`src/rtl/npu_act_mem_wr_arbiter.sv`:
```
// Round-robin arbiter sharing the activation-memory write port among the per-MAC
// write requesters; one registered write plus one-cycle ack per accepted request.
module npu_act_mem_wr_arbiter #(
  parameter int NUM_REQ = 32,
  parameter int ADDR_W  = 12,
  parameter int DATA_W  = 8,
  parameter int CNT_W   = 13
) (
  input  logic                      clk,
  input  logic                      resetn,
  input  logic                      layer_start_p,
  input  logic [NUM_REQ-1:0]        hw_mem_wr,
  input  logic [NUM_REQ*ADDR_W-1:0] hw_mem_wr_addr,
  input  logic [NUM_REQ*DATA_W-1:0] hw_mem_wr_data,
  output logic [NUM_REQ-1:0]        hw_mem_wr_ack_p,
  output logic                      act_mem_wr_en,
  output logic [ADDR_W-1:0]         act_mem_wr_addr,
  output logic [DATA_W-1:0]         act_mem_wr_data,
  output logic [CNT_W-1:0]          wr_count,
  output logic                      arb_idle,
  output logic                      req_drop_err
);

  localparam int PTR_W = (NUM_REQ > 1) ? $clog2(NUM_REQ) : 1;

  logic [PTR_W-1:0]   rr_ptr;
  logic [PTR_W-1:0]   grant_idx;
  logic               grant_vld;
  logic [NUM_REQ-1:0] eligible;
  logic [NUM_REQ-1:0] grant_onehot;
  logic [NUM_REQ-1:0] req_p1;
  logic [NUM_REQ-1:0] ack_p1;

  function automatic logic [CNT_W-1:0] sat_inc(input logic [CNT_W-1:0] v);
    return (&v) ? v : v + 1'b1;
  endfunction

  function automatic logic [PTR_W-1:0] wrap_inc(input logic [PTR_W-1:0] v);
    return (int'(v) == NUM_REQ - 1) ? '0 : v + 1'b1;
  endfunction

  // The index acked this cycle is masked so a held request is not granted twice.
  assign eligible = hw_mem_wr & ~hw_mem_wr_ack_p;

  // Stage p0: round-robin scan starting at rr_ptr
  always_comb begin
    int idx;
    idx       = 0;
    grant_vld = 1'b0;
    grant_idx = '0;
    for (int k = 0; k < NUM_REQ; k++) begin
      idx = int'(rr_ptr) + k;
      if (idx >= NUM_REQ) idx = idx - NUM_REQ;
      if (!grant_vld && eligible[idx]) begin
        grant_vld = 1'b1;
        grant_idx = PTR_W'(idx);
      end
    end
  end

  assign grant_onehot = grant_vld ? (NUM_REQ'(1) << grant_idx) : '0;
  assign arb_idle     = (hw_mem_wr == '0) && !act_mem_wr_en;

  // Stage p1: registered write, ack, pointer, counter and protocol history
  always_ff @(posedge clk) begin
    if (!resetn) begin
      hw_mem_wr_ack_p <= '0;
      act_mem_wr_en   <= 1'b0;
      act_mem_wr_addr <= '0;
      act_mem_wr_data <= '0;
      wr_count        <= '0;
      req_drop_err    <= 1'b0;
      rr_ptr          <= '0;
      req_p1          <= '0;
      ack_p1          <= '0;
    end else begin
      hw_mem_wr_ack_p <= grant_onehot;
      act_mem_wr_en   <= grant_vld;
      if (grant_vld) begin
        act_mem_wr_addr <= hw_mem_wr_addr[int'(grant_idx)*ADDR_W +: ADDR_W];
        act_mem_wr_data <= hw_mem_wr_data[int'(grant_idx)*DATA_W +: DATA_W];
      end
      req_p1 <= hw_mem_wr;
      ack_p1 <= hw_mem_wr_ack_p;
      // Layer start overrides pointer advance, counting and error capture.
      if (layer_start_p) begin
        rr_ptr       <= '0;
        wr_count     <= '0;
        req_drop_err <= 1'b0;
      end else begin
        if (grant_vld) rr_ptr <= wrap_inc(grant_idx);
        if (act_mem_wr_en) wr_count <= sat_inc(wr_count);
        if (|(req_p1 & ~ack_p1 & ~hw_mem_wr)) req_drop_err <= 1'b1;
      end
    end
  end

endmodule

```
`config.mk`:
```
export PLATFORM = sky130hd
export DESIGN_NAME = npu_act_mem_wr_arbiter
export DESIGN_NICKNAME = d
export VERILOG_FILES = /design/src/rtl/npu_act_mem_wr_arbiter.sv
export SDC_FILE = /design/constraint.sdc
export NUM_CORES = 1
export LEC_CHECK = 0
export CAP_MARGIN = 20
export CORE_AREA = 2 2 292 294
export CTS_CLUSTER_DIAMETER = 150
export DETAILED_ROUTE_END_ITERATION = 16
export DIE_AREA = 0 0 294 296
export GPL_ROUTABILITY_DRIVEN = 0
export SLEW_MARGIN = 20
export SYNTH_ARGS = -nofsm -noshare
export SYNTH_HDL_FRONTEND = slang
export SYNTH_SLANG_ARGS = --single-unit
```
`constraint.sdc`:
```
create_clock -name clk -period 8.55 [get_ports clk]
set_clock_uncertainty 0.05 [all_clocks]
set_input_delay 1.71 -clock clk [delete_from_list [all_inputs] [get_ports clk]]
set_output_delay 1.71 -clock clk [all_outputs]
set_load 0.005 [all_outputs]
```
==> results.toml <==
[status]
status = "complete, no violations"

[detailed_routing]
ant_nets = 0
wl_per_cell_um = 25.4
via_count = 21700
finalWirelength_mm = 106
drt-initial-drc-count = 2208
via_per_inst = 5.22
detail_route.first_pass.iterations = 9
drc_errors = 0

[sta]
slew_viol_final = 0
rsz0062_at_grt = "false"
worst_slack_ns = 1.05
fmax_mhz = 133
relSlewSlack_pct = 36.5
setup_viol = 0
hold_viol_final = 0
fin_crit_sh_pct = 87.7
fin_crit_ns = 7.50
fin_setup_tns_ns = 0
tightest_slew_ns = 0.948

[yosys]
yosysWarnings = 0
synth-seq-cells = 136
netlist_area_mm2 = 0.0171
yosys-top-cells-area = "mux2i_1 (17%), dfxtp_1 (16%), nand2_1 (6.9%), and2_1 (5.2%), mux4_2 (5.0%)"
yosys.cell_types.count = 93
ys_async_sr_fraction_pct = 0
yosys.area.top_type = "mux2i_1"
netlist_instances = 2235
yosysSeqAreaShare_pct = 15.9
ys.flop_type = "dfxtp_1"
synth_edf_count = 0
syn_nets = 2930
yosysTopAreaCellShare_pct = 16.7
syn_avg_cell_area_um2 = 7.67

[finish]
layout-drive-gt1-share_pct = 12.0
area_delta_synth_final_pct = 62.3
multiInputGateArea_mm2 = 0.0134
seqCellArea_mm2 = 0.00273
nFillCells = 8800
finalNonFillerCells = 4163
final_area_mm2 = 0.0278
nNetsFinal = 3752
mostFrequentLayoutCells = "clkdlybuf4s50_1 (741), nand2_1 (317), mux2i_1 (286)"
mostFrequentLayoutCell = "clkdlybuf4s50_1"

[die]
dieHeight_um = 296
fp-row-count = 107
io_pins = 743
initial_core_util_pct = 20.3
core_area_mm2 = 0.0842
fp.dieArea_mm2 = 0.0870
die_x_um = 294

[job]
cap_violations = 0

[critical_path]
arrival_ns = 7.77
end_kind = "flop"
crit_top_cell = "buf_12"
cp_max_fo = 26
worstSetupPathType = "in2reg"
startpoint_type = "input port"
crit_required_ns = 8.82
cpLargestDelayFamily = "compound AO/OA/AOI/OAI gates"
critPathBufInv = 6
cpPeakStageDelay_ns = 0.64
reg2reg_slack_ns = 1.49
cp_slowest_cell = "mux4_2"
crit_chain = "clkdlybuf4s50_1 -> or3b_2 -> and2_1 -> mux4_2 -> mux4_2 -> nand3_2 -> and3b_1 -> a221o_1 -> a2111o_1 -> o32ai_4 -> buf_12 -> buf_12 -> buf_12 -> buf_4 -> mux2i_1 -> mux2i_1 -> buf_4 -> a22oi_1 -> o22a_1 -> a41oi_1"

[global_route]
grt_start_max_net_pins = 96
first_global_vias = 21100
grt-ovfl-total = 0
antenna_found_initial = 10
grt_pass1_wl_mm = 148
grtUsageTotal_pct = 23.3

[placed_design]
place_hpwl_mm = 88.5
pre_cts_slack_ns = 0.634
placed_area_mm2 = 0.0272
port_buffers = 742
dp.cells = 4128

[cts]
cts_resized = 0
cts_sinks = 136
clockBufferDepth = 2
ctsHoldBuffers = 0
worstSkewPairLatency_ns = 0.46
htree_num_levels = 4
cts-root-buf = "clkbuf_16"
cts_setup_buffers = 0
cts_tree = "done"
cts_inserted_buffers = 17
clk_pin_slew_worst_paths_ns = 0.07

[min_path]
hold_path.class = "reg2reg"
[layout make-up]
class / count / share of cell area, %
tap: 1090 / 4.90
clock buffer: 20 / 1.61
timing repair buffer: 978 / 34.5
clock inverter: 12 / 0.423
inverter: 27 / 0.382
antenna: 3 / 0.0270
multi-input combinational: 1897 / 48.4
sequential: 136 / 9.80
[worst reg2reg max path, delay by kind of cell, from the launching register on]
family / cells / cell delay (ns)
AND/OR/NAND/NOR: 5 / 2.01
AO/OA/AOI/OAI: 8 / 1.93
buffers and inverters: 7 / 1.45
adder cells (fa/ha/maj): 1 / 0.70
multiplexers: 1 / 0.35
flip-flops: 1 / 0.33
XOR/XNOR: 1 / 0.18
[per-stage QoR]
step           hold slack [ns]  util (%)
6_report                 0.408      33.0
3_3_place_gp             0.392      32.3
2_1_floorplan            0.432         -
3_5_place_dp             0.402      32.3
5_1_grt                  0.458      33.0
4_1_cts                  0.410      33.0
[worst paths after layout]
check | startpoint | to | cells past startpoint
setup reg to reg | rr_ptr[1]$_SDFFE_PP0N_ | act_mem_wr_data[0]$_SDFFE_PN0N_ | 23
setup / recovery | hw_mem_wr[1] | act_mem_wr_data[4]$_SDFFE_PN0N_ | 20
hold reg to reg | rr_ptr[4]$_SDFFE_PP0N_ | rr_ptr[4]$_SDFFE_PP0N_ | 2
hold / removal | rr_ptr[4]$_SDFFE_PP0N_ | rr_ptr[4]$_SDFFE_PP0N_ | 2
[flip-flops by register name, indices dropped and copies added, names as in the netlist]
| name | cells |
|---|---|
| wr_count | 13 |
| act_mem_wr_data | 8 |
| act_mem_wr_en | 1 |
| rr_ptr | 5 |
| hw_mem_wr_ack_p | 32 |
| ack_p1 | 32 |
| req_p1 | 32 |
| req_drop_err | 1 |
| act_mem_wr_addr | 12 |
[routing by layer]
layer	vias up	wire, um	global-route usage (%)
li1	10100	-	-
met1	10200	40800	28.1
met2	1207	52800	41.4
met3	211	8480	4.13
met4	6	3640	7.81
met5	-	37	0
[Yosys cell counts (6+ instances only)]
| cell | instances |
|---|---|
| buf_4 | 26 |
| o211ai_1 | 26 |
| and3b_1 | 18 |
| o21ai_0 | 78 |
| nor4_1 | 29 |
| a21oi_1 | 38 |
| xor2_1 | 23 |
| and3_1 | 13 |
| buf_2 | 59 |
| xnor2_1 | 20 |
| or3_1 | 12 |
| clkbuf_1 | 73 |
| a41oi_1 | 26 |
| and2_0 | 6 |
| o22ai_1 | 14 |
| nand4_1 | 70 |
| a211oi_1 | 68 |
| o32ai_1 | 10 |
| a31oi_1 | 64 |
| nor3b_1 | 41 |
| nor3_1 | 54 |
| buf_6 | 12 |
| and4_1 | 13 |
| or4_1 | 11 |
| a22oi_1 | 50 |
| and2_1 | 142 |
| nand3_1 | 81 |
| ha_1 | 20 |
| or2_2 | 7 |
| inv_1 | 20 |
| o221ai_1 | 6 |
| nor2b_1 | 9 |
| or3b_2 | 16 |
| nor2_1 | 106 |
| nand2b_1 | 15 |
| dfxtp_1 | 136 |
| or3b_1 | 15 |
| mux4_2 | 38 |
| o22a_1 | 26 |
| nand3b_1 | 32 |
| mux2i_1 | 286 |
| nand2_1 | 317 |
[cells by family (layout without fill, tap and decap cells)]
logic type	count (synthesis)	after routing	share of synthesized area (%)
compound gates	484	484	20.0
xor+xnor	48	48	2.80
fa+ha+maj	20	20	1.46
buf+inv	202	1037	5.95
flops	136	136	15.9
mux	327	327	21.9
other cells	0	3	0
simple gates	1018	1018	31.9
Power is not shown: default switching activity piles up to over one toggle a cycle in this logic, so the estimate is an artifact.
